## config.mk

```make
export PLATFORM = sky130hd
export DESIGN_NAME = amber48_dmem_arb
export DESIGN_NICKNAME = d
export VERILOG_FILES = /design/src/rtl/amber48_dmem_arb.sv
export SDC_FILE = /design/constraint.sdc
export NUM_CORES = 1
export LEC_CHECK = 0
export CORE_AREA = 2 2 174 176
export DETAILED_ROUTE_END_ITERATION = 10
export DIE_AREA = 0 0 176 178
export SLEW_MARGIN = 20
export SYNTH_ARGS = -nofsm -noshare
export SYNTH_HDL_FRONTEND = slang
export SYNTH_SLANG_ARGS = --single-unit
```

## constraint.sdc

```tcl
create_clock -name clk_i -period 2.1 [get_ports clk_i]
set_input_delay 0.525 -clock clk_i [delete_from_list [all_inputs] [get_ports clk_i]]
set_output_delay 0.525 -clock clk_i [all_outputs]
set_load 0.03 [all_outputs]
```

## src/rtl/amber48_dmem_arb.sv

```systemverilog
// amber48_dmem_arb
// Round-robin arbiter/sequencer sharing the amber48_dmem primary request
// port between the core load/store unit (port 0) and the debug/loader
// master (port 1). Each grant is issued as a one-cycle mem_req_o pulse.
// A not-ready response re-issues the request. A bounded number of
// not-ready responses ends the access as a trapped completion.
//
// Ports:
//   clk_i, rst_ni            clock, async active-low reset
//   core_* / dbg_*           requester ports (req/we/addr/wdata in,
//                            done/rdata/trap out)
//   mem_*                    dmem request/response port
//   busy_o, owner_o          status: not idle, current owning port
//   timeout_o                one-cycle pulse on forced completion

package amber48_pkg;
  localparam int XLEN = 48;
endpackage

// state | meaning
// IDLE  | no transaction; sample both requests
// ISSUE | mem_req_o pulse with latched fields
// RESP  | evaluate registered ready: complete, retry or force completion
module amber48_dmem_arb
  import amber48_pkg::*;
#(
  parameter int RETRY_MAX = 16
) (
  input  logic            clk_i,
  input  logic            rst_ni,
  input  logic            core_req_i,
  input  logic            core_we_i,
  input  logic [XLEN-1:0] core_addr_i,
  input  logic [XLEN-1:0] core_wdata_i,
  output logic            core_done_o,
  output logic [XLEN-1:0] core_rdata_o,
  output logic            core_trap_o,
  input  logic            dbg_req_i,
  input  logic            dbg_we_i,
  input  logic [XLEN-1:0] dbg_addr_i,
  input  logic [XLEN-1:0] dbg_wdata_i,
  output logic            dbg_done_o,
  output logic [XLEN-1:0] dbg_rdata_o,
  output logic            dbg_trap_o,
  output logic            mem_req_o,
  output logic            mem_we_o,
  output logic [XLEN-1:0] mem_addr_o,
  output logic [XLEN-1:0] mem_wdata_o,
  input  logic [XLEN-1:0] mem_rdata_i,
  input  logic            mem_ready_i,
  input  logic            mem_trap_i,
  output logic            busy_o,
  output logic            owner_o,
  output logic            timeout_o
);

  localparam int RW = (RETRY_MAX == 0) ? 1 : $clog2(RETRY_MAX + 1);
  localparam logic [RW-1:0] RMAX = RW'(RETRY_MAX);

  typedef enum logic [1:0] {IDLE, ISSUE, RESP} state_t;

  state_t          state_q, state_d;
  logic            owner_q, owner_d;
  logic            last_q, last_d;
  logic            we_q, we_d;
  logic [XLEN-1:0] addr_q, addr_d;
  logic [XLEN-1:0] wdata_q, wdata_d;
  logic [RW-1:0]   retry_q, retry_d;

  logic            done_c;
  logic            forced_c;
  logic            grant_c;
  logic            grant_port_c;
  logic            other_req_c;

  assign other_req_c = owner_q ? core_req_i : dbg_req_i;

  always_comb begin
    state_d      = state_q;
    owner_d      = owner_q;
    last_d       = last_q;
    we_d         = we_q;
    addr_d       = addr_q;
    wdata_d      = wdata_q;
    retry_d      = retry_q;
    done_c       = 1'b0;
    forced_c     = 1'b0;
    grant_c      = 1'b0;
    grant_port_c = 1'b0;

    case (state_q)
      IDLE: begin
        if (core_req_i || dbg_req_i) begin
          grant_c = 1'b1;
          // On a tie the port that did not win last time goes next;
          // with a single requester, dbg_req_i alone names the winner.
          grant_port_c = (core_req_i && dbg_req_i) ? ~last_q : dbg_req_i;
        end
      end
      ISSUE: state_d = RESP;
      RESP: begin
        if (mem_ready_i) begin
          done_c  = 1'b1;
          state_d = IDLE;
        end else if (RETRY_MAX == 0 || retry_q < RMAX) begin
          // Saturate so an unlimited-retry configuration never wraps.
          if (retry_q != '1) retry_d = retry_q + 1'b1;
          state_d = ISSUE;
        end else begin
          done_c   = 1'b1;
          forced_c = 1'b1;
          state_d  = IDLE;
        end
        // Only the other port may be handed the memory on completion.
        if (done_c && other_req_c) begin
          grant_c      = 1'b1;
          grant_port_c = ~owner_q;
        end
      end
      default: state_d = IDLE;
    endcase

    if (grant_c) begin
      owner_d = grant_port_c;
      last_d  = grant_port_c;
      retry_d = '0;
      we_d    = grant_port_c ? dbg_we_i    : core_we_i;
      addr_d  = grant_port_c ? dbg_addr_i  : core_addr_i;
      wdata_d = grant_port_c ? dbg_wdata_i : core_wdata_i;
      state_d = ISSUE;
    end
  end

  always_ff @(posedge clk_i or negedge rst_ni) begin
    if (!rst_ni) begin
      state_q <= IDLE;
      owner_q <= 1'b0;
      last_q  <= 1'b1;
      we_q    <= 1'b0;
      addr_q  <= '0;
      wdata_q <= '0;
      retry_q <= '0;
    end else begin
      state_q <= state_d;
      owner_q <= owner_d;
      last_q  <= last_d;
      we_q    <= we_d;
      addr_q  <= addr_d;
      wdata_q <= wdata_d;
      retry_q <= retry_d;
    end
  end

  logic [XLEN-1:0] rdata_c;
  logic            trap_c;

  assign rdata_c = forced_c ? '0 : mem_rdata_i;
  assign trap_c  = forced_c | mem_trap_i;

  assign mem_req_o   = (state_q == ISSUE);
  assign mem_we_o    = we_q;
  assign mem_addr_o  = addr_q;
  assign mem_wdata_o = wdata_q;

  assign core_done_o  = done_c & ~owner_q;
  assign core_rdata_o = core_done_o ? rdata_c : '0;
  assign core_trap_o  = core_done_o & trap_c;
  assign dbg_done_o   = done_c & owner_q;
  assign dbg_rdata_o  = dbg_done_o ? rdata_c : '0;
  assign dbg_trap_o   = dbg_done_o & trap_c;

  assign busy_o    = (state_q != IDLE);
  assign owner_o   = owner_q;
  assign timeout_o = forced_c;

endmodule

```

==> flow_metrics.tcl, run 1 <==
set metrics [dict create \
    final-setup-viol-count 100 \
    p_seq_frac 0.232 \
    io_buffers 448 \
    hold_viol 0 \
    pwr-share-clk 0.118 \
    cts_buffers 9 \
    slew_violations 0 \
    p_switching_mw 6.46 \
    rsz0062_at_grt "true" \
    fin_crit_ns 2.31 \
    worst-path-max-fanout 6 \
    design_area_mm2 0.0131 \
    p_sw_frac 0.414 \
    grt_usage 0.155 \
    synthDistinctLibCells 30 \
    critPathBufInv 4 \
    cts.sinks 106 \
    synth_ff_type "dfrtp_1" \
    yosys.area.top_type "dfrtp_1" \
    path_cells "nor2b_4, nand3b_1, buf_6, buf_12, clkbuf_16, nand2_2, nor2_1, buf_4" \
    placed_cell_area_mm2 0.0111 \
    num_rows 63 \
    totalWireLength_um 27400 \
    leakagePower_nw 5.40 \
    synth_nets 784 \
    crit_path_end_kind "primary output" \
    gp_congestion 0.793 \
    final.period_utilization 1.10 \
    start_kind "flip-flop" \
    die_x_um 176 \
    drive_gt1_frac 0.503 \
    violations "setup timing" \
    required_ns 1.57 \
    syn2layout_area_growth_pct 120 \
    fmax_ghz 0.433 \
    max_slew_margin 0.707 \
    avgRoutedWirePerCell_um 19.3 \
    grt-ovfl-total 0 \
    die_h_um 178 \
    drc 0 \
    ant_nets 0 \
    synth.top_cell.area_share 0.441 \
    slowest_delay_ns 0.41 \
    fin_ws_ns -0.209 \
    fin_skew_ns 0.0116 \
    antenna_found_initial 3 \
    hold_class "reg2reg" \
    die_area_mm2 0.0313 \
    grt_pass1_vias 6168 \
    syn_inst 534 \
    avgSynthCellArea_um2 11.1 \
    vdd_drop_max_v 0.000631 \
    ys_ff_latch 106 \
    yosysWarnings 0 \
    vias_per_cell 4.23 \
    tightest_slew_ns 0.438 \
    pwr-share-comb 0.650 \
    insertion_delay_ns 0.36 \
    root_buffer "clkbuf_16" \
    hpwl_um 18200 \
    path_class "reg2out" \
    slowest_stage "dfrtp_2" \
    grt_max_degree 57 \
    preCtsSetupSlack_ns -0.427 \
    cts_tree "yes" \
    cp_top_family "buffers and inverters" \
    arrival_ns 1.78 \
    syn_area_mm2 0.00595 \
    layout_commonest_cell "clkdlybuf4s50_1" \
    grt_pass1_wl_um 36500 \
    synth_area_leaders "dfrtp_1, mux2_2, nor2_1" \
    total_power_mw 15.6 \
    async_flop_share 1.00 \
    nets 1275 \
    synth-edff-count 0 \
    start_util 0.202 \
    final_cell_mix "clkdlybuf4s50_1, mux2_2, dfrtp_1" \
    p_int_mw 9.17 \
    drt_iter0_drc 179 \
    vias 6007 \
    drtPass1Iterations 4 \
    max-cap-violations 0 \
    yosysSeqAreaShare 0.446 \
    core_area_mm2 0.0294 \
    r2r_slack_ns 0.06 \
    clk_pin_slew_ns 0.08 \
    cts_buffer_depth 2 \
    ioPinCount 449 \
    h-tree-depth 3 \
    p_per_area_mw_per_mm2 1190 \
    outcome "finished with violations" \
]
[final cells by class]
class | count | area (um2)
Antenna cell | 1 | 2.50
Clock buffer | 9 | 225
Clock inverter | 6 | 83.8
Fill cell | 2690 | 16300
Inverter | 6 | 30.0
Multi-Input combinational cell | 383 | 3910
Sequential cell | 106 | 2660
Tap cell | 390 | 488
Timing Repair Buffer | 519 | 5720
[worst reg2reg max path: stages, from the launching register on]
cell and delay, ns:
dfrtp_2 0.41, buf_4 0.14, buf_6 0.12, a211oi_2 0.18
o2bb2a_4 0.20, buf_12 0.15, clkbuf_16 0.17, mux2_4 0.29
mux2_4 0.25
[cell usage after synthesis, types with 2 or more instances]
master and n:
mux2_2 178, dfrtp_1 105, nor2_1 105, nand2_1 48, buf_2 18, clkbuf_1 18, mux2_4 16, inv_1 6
nor2b_1 4, a21oi_1 3, buf_6 3, nand3_1 3, o21ai_0 3, xnor2_1 3, a211oi_1 2, a21boi_0 2
ha_1 2, nand3b_1 2, nor3_1 2
[per-stage QoR]
stage               std cells  TNS [ns]  utilization  hold WS, ns
floorplan                 534     -2.72            -        0.229
global placement         1364    -69.48        0.378        0.393
detailed placement       1364    -72.93        0.378        0.394
CTS                      1396    -18.00        0.417        0.500
global route             1419    -21.29        0.446        0.517
finish                   1420    -14.52        0.446        0.492
[metal layers]
layer | GRT usage | wire length [um] | vias to the layer above
met5 | 0 | 32 | -
met4 | 0.0510 | 679 | 4
met3 | 0.0507 | 2200 | 37
met2 | 0.291 | 14500 | 265
met1 | 0.162 | 10000 | 2889
li1 | - | - | 2812
[cells by family (layout without fill, tap and decap cells)]
group,Yosys count,after routing,share of synthesized area
and+or+nand+nor,170,170,0.114
adders and majority gates,2,2,0.00420
AOI/OAI and AO/OA,13,13,0.0164
buffers and inverters,45,540,0.0359
DFF,106,106,0.446
muxes,195,195,0.379
xor gates and xnor gates,3,3,0.00442
other,0,1,0
[state kept, by name, indices dropped and copies added, names as in the netlist]
signal / flops
retry_q: 5
mem_wdata_o: 48
last_q: 1
owner_o: 1
mem_we_o: 1
mem_addr_o: 48
state_q: 2
[power groups by stage]
stage | clock, mW | combinational (mW) | sequential (mW)
global route | 2.02 | 10.6 | 3.76
finish | 1.85 | 10.2 | 3.63
global placement | 0 | 9.22 | 3.66
floorplan | 0 | 3.40 | 5.56
CTS | 1.92 | 9.54 | 3.64
detailed placement | 0 | 9.24 | 3.67
[final timing paths]
check                                start          endpoint  cells after the start
worst max register to register  state_q[1]   mem_wdata_o[33]                      8
worst min register to register      last_q            last_q                      2
min in group asynchronous           rst_ni    mem_addr_o[36]                      2
worst max-delay path            state_q[1]  core_rdata_o[15]                      8
worst min-delay path                last_q            last_q                      2
max in group asynchronous           rst_ni        state_q[1]                      3
[what timing repair did]
action                     in CTS  in global routing
cloned                          9                 14
hold endpoints to repair        6                  0
buffers inserted                7                 11
pin swaps                      28                 33
setup endpoints to repair     153                194
hold buffers                    1                  0
resized for setup             147                109
Note: power is estimated with default switching activity, not from simulation.
==> run 2, diff against run 1 <==
Settings changed: SLEW_MARGIN 20 to 0.
==> results of run 2 <==
No change in the layout: final DEF, timing and power equal those of run 1.
==> run 3, diff against run 2 <==
Settings changed: ABC_CLOCK_PERIOD_IN_PS from default to 2100.
==> results of run 3 <==
No change in the layout: final DEF, timing and power equal those of run 1.
